==> src/rtl/multicycle_controller.sv <==
// Sequencing FSM for a 32-bit multicycle MIPS datapath with a shared memory port.
// Decodes op/funct into datapath selects/enables, stalls on mem_ready and counts retired instructions.
module multicycle_controller #(
  parameter int CNT_W = 32
) (
  input  logic             clk,
  input  logic             reset,
  input  logic [5:0]       op,
  input  logic [5:0]       funct,
  input  logic             zero,
  input  logic             mem_ready,
  output logic             mem_req,
  output logic             memwrite,
  output logic             iord,
  output logic             irwrite,
  output logic             pcen,
  output logic [1:0]       pcsrc,
  output logic             alusrca,
  output logic [1:0]       alusrcb,
  output logic [3:0]       alucontrol,
  output logic             regwrite,
  output logic [1:0]       regdst,
  output logic [1:0]       memtoreg,
  output logic             illegal_op,
  output logic [3:0]       state_out,
  output logic [CNT_W-1:0] instret
);

  // state    | meaning
  // FETCH    | read instr at PC, PC <= PC+4
  // DECODE   | decode op/funct, ALUOut <= branch target
  // MEMADR   | ALUOut <= rs + signimm
  // MEMRD    | read data memory at ALUOut
  // MEMWB    | rt <= memory data
  // MEMWR    | write rt to memory at ALUOut
  // EXECUTE  | R-type ALU operation
  // ALUWB    | rd <= ALUOut
  // BRANCH   | beq compare, PC <= ALUOut if equal
  // ADDIEXEC | ALUOut <= rs + signimm
  // ADDIWB   | rt <= ALUOut
  // JUMP     | PC <= jump target
  // JAL      | PC <= jump target, $31 <= PC+4
  // JR       | PC <= rs
  typedef enum logic [3:0] {
    S_FETCH    = 4'd0,
    S_DECODE   = 4'd1,
    S_MEMADR   = 4'd2,
    S_MEMRD    = 4'd3,
    S_MEMWB    = 4'd4,
    S_MEMWR    = 4'd5,
    S_EXECUTE  = 4'd6,
    S_ALUWB    = 4'd7,
    S_BRANCH   = 4'd8,
    S_ADDIEXEC = 4'd9,
    S_ADDIWB   = 4'd10,
    S_JUMP     = 4'd11,
    S_JAL      = 4'd12,
    S_JR       = 4'd13
  } state_t;

  localparam logic [5:0] OP_RTYPE = 6'b000000;
  localparam logic [5:0] OP_LW    = 6'b100011;
  localparam logic [5:0] OP_SW    = 6'b101011;
  localparam logic [5:0] OP_BEQ   = 6'b000100;
  localparam logic [5:0] OP_ADDI  = 6'b001000;
  localparam logic [5:0] OP_J     = 6'b000010;
  localparam logic [5:0] OP_JAL   = 6'b000011;

  state_t           state_q, state_d;
  logic [CNT_W-1:0] instret_q;
  logic             retire;

  always_ff @(posedge clk) begin
    if (reset) begin
      state_q   <= S_FETCH;
      instret_q <= '0;
    end else begin
      state_q <= state_d;
      if (retire) instret_q <= instret_q + {{(CNT_W-1){1'b0}}, 1'b1};
    end
  end

  always_comb begin
    state_d    = state_q;
    retire     = 1'b0;
    mem_req    = 1'b0;
    memwrite   = 1'b0;
    iord       = 1'b0;
    irwrite    = 1'b0;
    pcen       = 1'b0;
    pcsrc      = 2'b00;
    alusrca    = 1'b0;
    alusrcb    = 2'b00;
    alucontrol = 4'b0010;
    regwrite   = 1'b0;
    regdst     = 2'b00;
    memtoreg   = 2'b00;
    illegal_op = 1'b0;

    case (state_q)
      S_FETCH: begin
        mem_req = 1'b1;
        alusrcb = 2'b01;
        irwrite = mem_ready;
        pcen    = mem_ready;
        state_d = mem_ready ? S_DECODE : S_FETCH;
      end
      S_DECODE: begin
        alusrcb = 2'b11;
        case (op)
          OP_LW, OP_SW: state_d = S_MEMADR;
          OP_RTYPE: begin
            case (funct)
              6'b001000: state_d = S_JR;
              6'b100000, 6'b100010, 6'b100100,
              6'b100101, 6'b101010: state_d = S_EXECUTE;
              default: begin
                state_d    = S_FETCH;
                illegal_op = 1'b1;
              end
            endcase
          end
          OP_BEQ:  state_d = S_BRANCH;
          OP_ADDI: state_d = S_ADDIEXEC;
          OP_J:    state_d = S_JUMP;
          OP_JAL:  state_d = S_JAL;
          default: begin
            state_d    = S_FETCH;
            illegal_op = 1'b1;
          end
        endcase
      end
      S_MEMADR: begin
        alusrca = 1'b1;
        alusrcb = 2'b10;
        state_d = (op == OP_LW) ? S_MEMRD : S_MEMWR;
      end
      S_MEMRD: begin
        mem_req = 1'b1;
        iord    = 1'b1;
        state_d = mem_ready ? S_MEMWB : S_MEMRD;
      end
      S_MEMWB: begin
        regwrite = 1'b1;
        memtoreg = 2'b01;
        retire   = 1'b1;
        state_d  = S_FETCH;
      end
      S_MEMWR: begin
        mem_req  = 1'b1;
        iord     = 1'b1;
        memwrite = 1'b1;
        retire   = mem_ready;
        state_d  = mem_ready ? S_FETCH : S_MEMWR;
      end
      S_EXECUTE: begin
        alusrca = 1'b1;
        case (funct)
          6'b100010: alucontrol = 4'b0110;
          6'b100100: alucontrol = 4'b0000;
          6'b100101: alucontrol = 4'b0001;
          6'b101010: alucontrol = 4'b0111;
          default:   alucontrol = 4'b0010;
        endcase
        state_d = S_ALUWB;
      end
      S_ALUWB: begin
        regwrite = 1'b1;
        regdst   = 2'b01;
        retire   = 1'b1;
        state_d  = S_FETCH;
      end
      S_BRANCH: begin
        alusrca    = 1'b1;
        alucontrol = 4'b0110;
        pcsrc      = 2'b01;
        pcen       = zero;
        retire     = 1'b1;
        state_d    = S_FETCH;
      end
      S_ADDIEXEC: begin
        alusrca = 1'b1;
        alusrcb = 2'b10;
        state_d = S_ADDIWB;
      end
      S_ADDIWB: begin
        regwrite = 1'b1;
        retire   = 1'b1;
        state_d  = S_FETCH;
      end
      S_JUMP: begin
        pcsrc   = 2'b10;
        pcen    = 1'b1;
        retire  = 1'b1;
        state_d = S_FETCH;
      end
      S_JAL: begin
        // PC already holds PC+4 from FETCH, so the link value is valid this cycle
        pcsrc    = 2'b10;
        pcen     = 1'b1;
        regwrite = 1'b1;
        regdst   = 2'b10;
        memtoreg = 2'b10;
        retire   = 1'b1;
        state_d  = S_FETCH;
      end
      S_JR: begin
        pcsrc   = 2'b11;
        pcen    = 1'b1;
        retire  = 1'b1;
        state_d = S_FETCH;
      end
      default: state_d = S_FETCH;
    endcase

    if (reset) begin
      mem_req    = 1'b0;
      memwrite   = 1'b0;
      irwrite    = 1'b0;
      pcen       = 1'b0;
      regwrite   = 1'b0;
      illegal_op = 1'b0;
    end
  end

  assign state_out = state_q;
  assign instret   = instret_q;

endmodule
==> config.mk <==
export PLATFORM = sky130hd
export DESIGN_NAME = multicycle_controller
export DESIGN_NICKNAME = d
export VERILOG_FILES = /design/src/rtl/multicycle_controller.sv
export SDC_FILE = /design/constraint.sdc
export NUM_CORES = 1
export LEC_CHECK = 0
export ABC_AREA = 1
export BUFFER_PORTS_ARGS = -buffer_cell sky130_fd_sc_hd__buf_2
export CORE_ASPECT_RATIO = 0.6
export CORE_MARGIN = 2
export CORE_UTILIZATION = 45
export CTS_CLUSTER_SIZE = 10
export DETAILED_ROUTE_END_ITERATION = 8
export GPL_ROUTABILITY_DRIVEN = 0
export GPL_TIMING_DRIVEN = 1
export PLACE_DENSITY = 0.79
export SLEW_MARGIN = 20
export SYNTH_ARGS = -nofsm -noshare
export SYNTH_HDL_FRONTEND = slang
export SYNTH_SLANG_ARGS = --single-unit
==> constraint.sdc <==
create_clock -name clk -period 1.96 [get_ports clk]
set_input_delay 0.196 -clock clk [delete_from_list [all_inputs] [get_ports clk]]
set_output_delay 0.196 -clock clk [all_outputs]
set_load 0.02 [all_outputs]
# Yosys cells after proc, flatten, opt, wreduce, memory -nomap -nowiden
# Index checks and enable logic that the tools add are counted.
word_totals:
  ff_bits: 36
  inputBits: 16
  output_inout_bits: 56
  word_cells: 72
classes:
  n_addsub: 1
  n_eq_ne: 25
  mux: 30
  reduce_logical: 14
ops:
  columns: ["op", "n"]
  rows:
  - ["== test 6 bit, second input constant", 7]
  - ["adder 32 x 1 -> 32 bit, second input constant", 1]
  - ["case mux 4 bit (7 select lines)", 1]
  - ["== test 4 bit, second input constant", 6]
  - ["case mux 4 bit (6 select lines)", 1]
  - ["== test 4 x 3 -> 1 bit, second input constant", 4]
  - ["2-to-1 mux 1 bit", 15]
  - ["== test 6 x 2 -> 1 bit, second input constant", 2]
  - ["== test 6 x 4 -> 1 bit, second input constant", 2]
  - ["case mux 2 bit (3 select lines)", 2]
  - ["case mux 3 bit (4 select lines)", 1]
  - ["OR reduction 6 bit", 2]
  - ["2-to-1 mux 3 bit", 3]
  - ["== test 4 x 2 -> 1 bit, second input constant", 2]
  - ["case mux 2 bit (2 select lines)", 2]
  - ["case mux 4 bit (2 select lines)", 1]
  - ["OR reduction 2 bit", 4]
  - ["OR reduction 4 bit", 2]
  - ["OR reduction 7 bit", 1]
  - ["== test 6 x 3 -> 1 bit, second input constant", 1]
  - ["zero test 6 bit", 1]
  - ["case mux 3 bit (2 select lines)", 1]
  - ["OR reduction 3 bit", 2]
  - ["OR reduction 5 bit", 1]
  - ["4 further kinds", 5]

# Longest topological paths before layout
logic_depth:
  depth_word: 6
  ltp_mapped: 12
  depth_no_buf: 12

# Least setup slack after synthesis
# No wires, ideal clock.
synth_timing:
  path_type: "reg2reg"
  from: "register instret_q[0] (netlist: instret[0])"
  to: "register instret_q[16] (netlist: instret[16])"
  setup_time_ps: 115
  arrival_time_ps: 1632
  required_ps: 1845
  setup_slack_ps: 213
  stages_incl_launch_ff: 11
  n_path_buf: 0
  period_less_slack_ps: 1747
  path_cell_list: "dfxtp_1 > ha_1 > inv_1 > nor2_4 > inv_1 > nor2_4 > nand3_1 > nor3_1 > nand3_1 > nand2_1 > nor2_1"
synth_via:
  elab_chain_cells: 1
synth_lines:
  columns: ["element", "line_no", "text"]
  rows:
  - ["start: declaration", "70", "logic [CNT_W-1:0] instret_q;"]
  - ["start signal: assignment", "79", "if (retire) instret_q <= instret_q + {{(CNT_W-1){1'b0}}, 1'b1};"]
  - ["adder 32 x 1 -> 32 bit", "79", null]
# No other way between the ends.
# A chain may end at the register's enable or synchronous reset.

# Final worst setup path
layout_timing:
  from: "register instret_q[1] (netlist: instret[1])"
  to: "register instret_q[16] (netlist: instret[16])"
# Same word-level chain as after synthesis.

==> impl_metrics.json <==
{
  "drt-initial-drc-count": 293,
  "finalSetupViolations": 0,
  "synthAdderAreaFrac": 0.00432,
  "wl_um": 8250,
  "yosysMostFrequentCell": "nand2_1",
  "cts_buffer_depth": 2,
  "maxSlewViolCount": 0,
  "worstPathRequired_ns": 2.15,
  "skew_ns": 0.00667,
  "clockPowerShare": 0.382,
  "antenna_found_initial": 0,
  "area_growth_pct": 15.8,
  "async_reset_ff_frac": 0,
  "worst_slack_ns": 0.149,
  "drv_cap": 0,
  "synth_seq_cells": 36,
  "netlist_top_cells_area": "dfxtp_1, nand2_1, nor2_1",
  "netSwitchingPower_mw": 0.385,
  "powerDensity_nw_per_um2": 419,
  "outcome": "completed",
  "max_slew_margin": 0.656,
  "fmax_ghz": 0.552,
  "leakage_nw": 1.49,
  "synth_cell_type_count": 32,
  "grt_pass1_wl_um": 13100,
  "netlist.area_leader.share": 0.249,
  "syn-num-nets": 505,
  "rows": 22,
  "n_antenna_cell": 0,
  "total_power_mw": 1.41,
  "p_int_mw": 1.02,
  "hold_viol_final": 0,
  "hold_path_class": "in2reg",
  "vias_per_cell": 5.17,
  "p_seq_frac": 0.524,
  "end_kind": "flip-flop",
  "arrival_ns": 2.00,
  "seq_area_frac_synth": 0.249,
  "swShare": 0.274,
  "postCtsSetupBuffers": 0,
  "timing.hold.ws_ns": 0.378,
  "yosysTopAreaCell": "dfxtp_1",
  "preCtsSetupSlack_ns": 0.148,
  "cts_made_buffers": 5,
  "die_h_um": 66.2,
  "synth.yosys.warnings": 0,
  "grt_max_degree": 37,
  "dp_hpwl_um": 6430,
  "worst-slew-pin-transition_ns": 0.511,
  "htreeDepth": 2,
  "grt_use_total": 0.235,
  "root_buffer": "clkbuf_8",
  "muxShareOfSynthArea": 0,
  "grt_pass1_vias": 2747,
  "initial_core_util": 0.470,
  "grt_overflow": 0,
  "rsz0062_at_grt": "yes",
  "drc": 0,
  "power_frac_comb": 0.094,
  "ys.flop_type": "dfxtp_1",
  "synth_xor_area_frac": 0.0151,
  "fp.coreArea_sq_um": 6170,
  "synth_commonest_cells": "nand2_1, nor2_1, inv_1, dfxtp_1, nand3_1",
  "clock_latency_ns": 0.30,
  "syn_inst": 488,
  "peakVddDrop_mv": 0.279,
  "crit_type": "reg2reg",
  "n_fill_cell": 633,
  "final_core_util": 0.544,
  "critPathLaunchType": "flip-flop",
  "cts_sinks": 36,
  "cts.clk_slew.worst_paths_ns": 0.07,
  "vias": 3308,
  "fin_setup_tns_ns": 0,
  "cts_tree": "yes",
  "finalCriticalPeriod_ns": 1.81,
  "port_buffers": 70,
  "synth-edff-count": 0,
  "min_period_over_period": 0.924,
  "drtAntennaViolNets": 0,
  "post_drt_wl_per_cell_um": 12.9,
  "die_area_sq_um": 7120,
  "synth_top_family_by_area": "simple AND/OR/NAND/NOR gates",
  "avgSynthCellArea_sq_um": 5.94,
  "nets": 572,
  "synth-compound-area-share": 0.118,
  "synth_simple_gate_area_frac": 0.494,
  "die_w_um": 108,
  "drt_pass1_iterations": 5,
  "ioPinCount": 72,
  "layout-drive-gt1-share": 0.252,
  "syn_area_sq_um": 2900,
  "worst-path-max-fanout": 5
}
[worst max-delay path: stages (launching register included)]
cell and delay, ns:
dfxtp_1 0.40, ha_1 0.23, inv_1 0.10, nor2_4 0.17, inv_1 0.10, nor2_4 0.17, nand3_1 0.13, nor3_1 0.21
nand3_1 0.10, nand2_1 0.07, nor2_1 0.04
[power by group through the flow]
stage	clock network, mW	registers, mW	logic (mW)
floorplan	0	0.756	0.0856
global placement	0	0.754	0.128
detailed placement	0	0.754	0.130
CTS	0.543	0.737	0.130
global route	0.578	0.738	0.148
finish	0.537	0.738	0.132
[layout make-up]
class                           count  area [sq um]  area share
Tap cell                           84           105      0.0313
Sequential cell                    36           724       0.216
Clock inverter                      3          18.8     0.00559
Timing Repair Buffer               72           365       0.109
Inverter                           61           234      0.0697
Multi-Input combinational cell    379          1840       0.548
Clock buffer                        5          68.8      0.0205
[per-layer routing]
layer | up-vias | wire, um | global-route usage
li1 | 1663 | - | -
met5 | - | 0 | 0
met3 | 5 | 1010 | 0.0512
met1 | 1469 | 4110 | 0.368
met4 | 0 | 61 | 0.0513
met2 | 171 | 3070 | 0.322
[repair_timing]
item                       CTS  global route
setup endpoints to repair    0            10
resized for setup            0             6
hold buffers                 0             0
[cell usage in the layout, fill, tap and decap left out, types with 7 or more instances in the layout]
master,count
nand2_2,20
inv_1,58
nor2_2,8
nand3b_1,8
a21oi_1,20
nand3_1,30
nor3_1,17
a21oi_2,17
dfxtp_1,33
o21ai_0,7
nand2_1,140
buf_2,70
nor2_1,79
o21ai_1,9
[path summary, 6_finish.rpt]
| kind | slack (ns) | from | depth (start not counted) | end |
|---|---|---|---|---|
| setup / recovery | 0.15 | instret[1] | 10 | instret[16] |
| hold / removal | 0.38 | op[4] | 5 | state_out[2] |
| setup reg to reg | 0.15 | instret[1] | 10 | instret[16] |
| hold reg to reg | 0.50 | instret[0] | 1 | instret[0] |
[sequential cells by signal, indices dropped and copies added (netlist names)]
name       flops
instret       32
state_out      4
[kinds of logic after synthesis]
family / Yosys count
compound gates: 55
buf+inv: 73
flops: 36
xor+xnor: 5
other cells: 1
simple gates: 317
fa+ha+maj: 1
[through the flow]
step / cell area (sq um) / cells
4_1_cts: 3350 / 640
6_report: 3360 / 640
3_3_place_gp: 3260 / 632
2_1_floorplan: 2900 / 488
3_5_place_dp: 3260 / 632
5_1_grt: 3360 / 640
No activity file was read; power rests on OpenSTA's default activity.
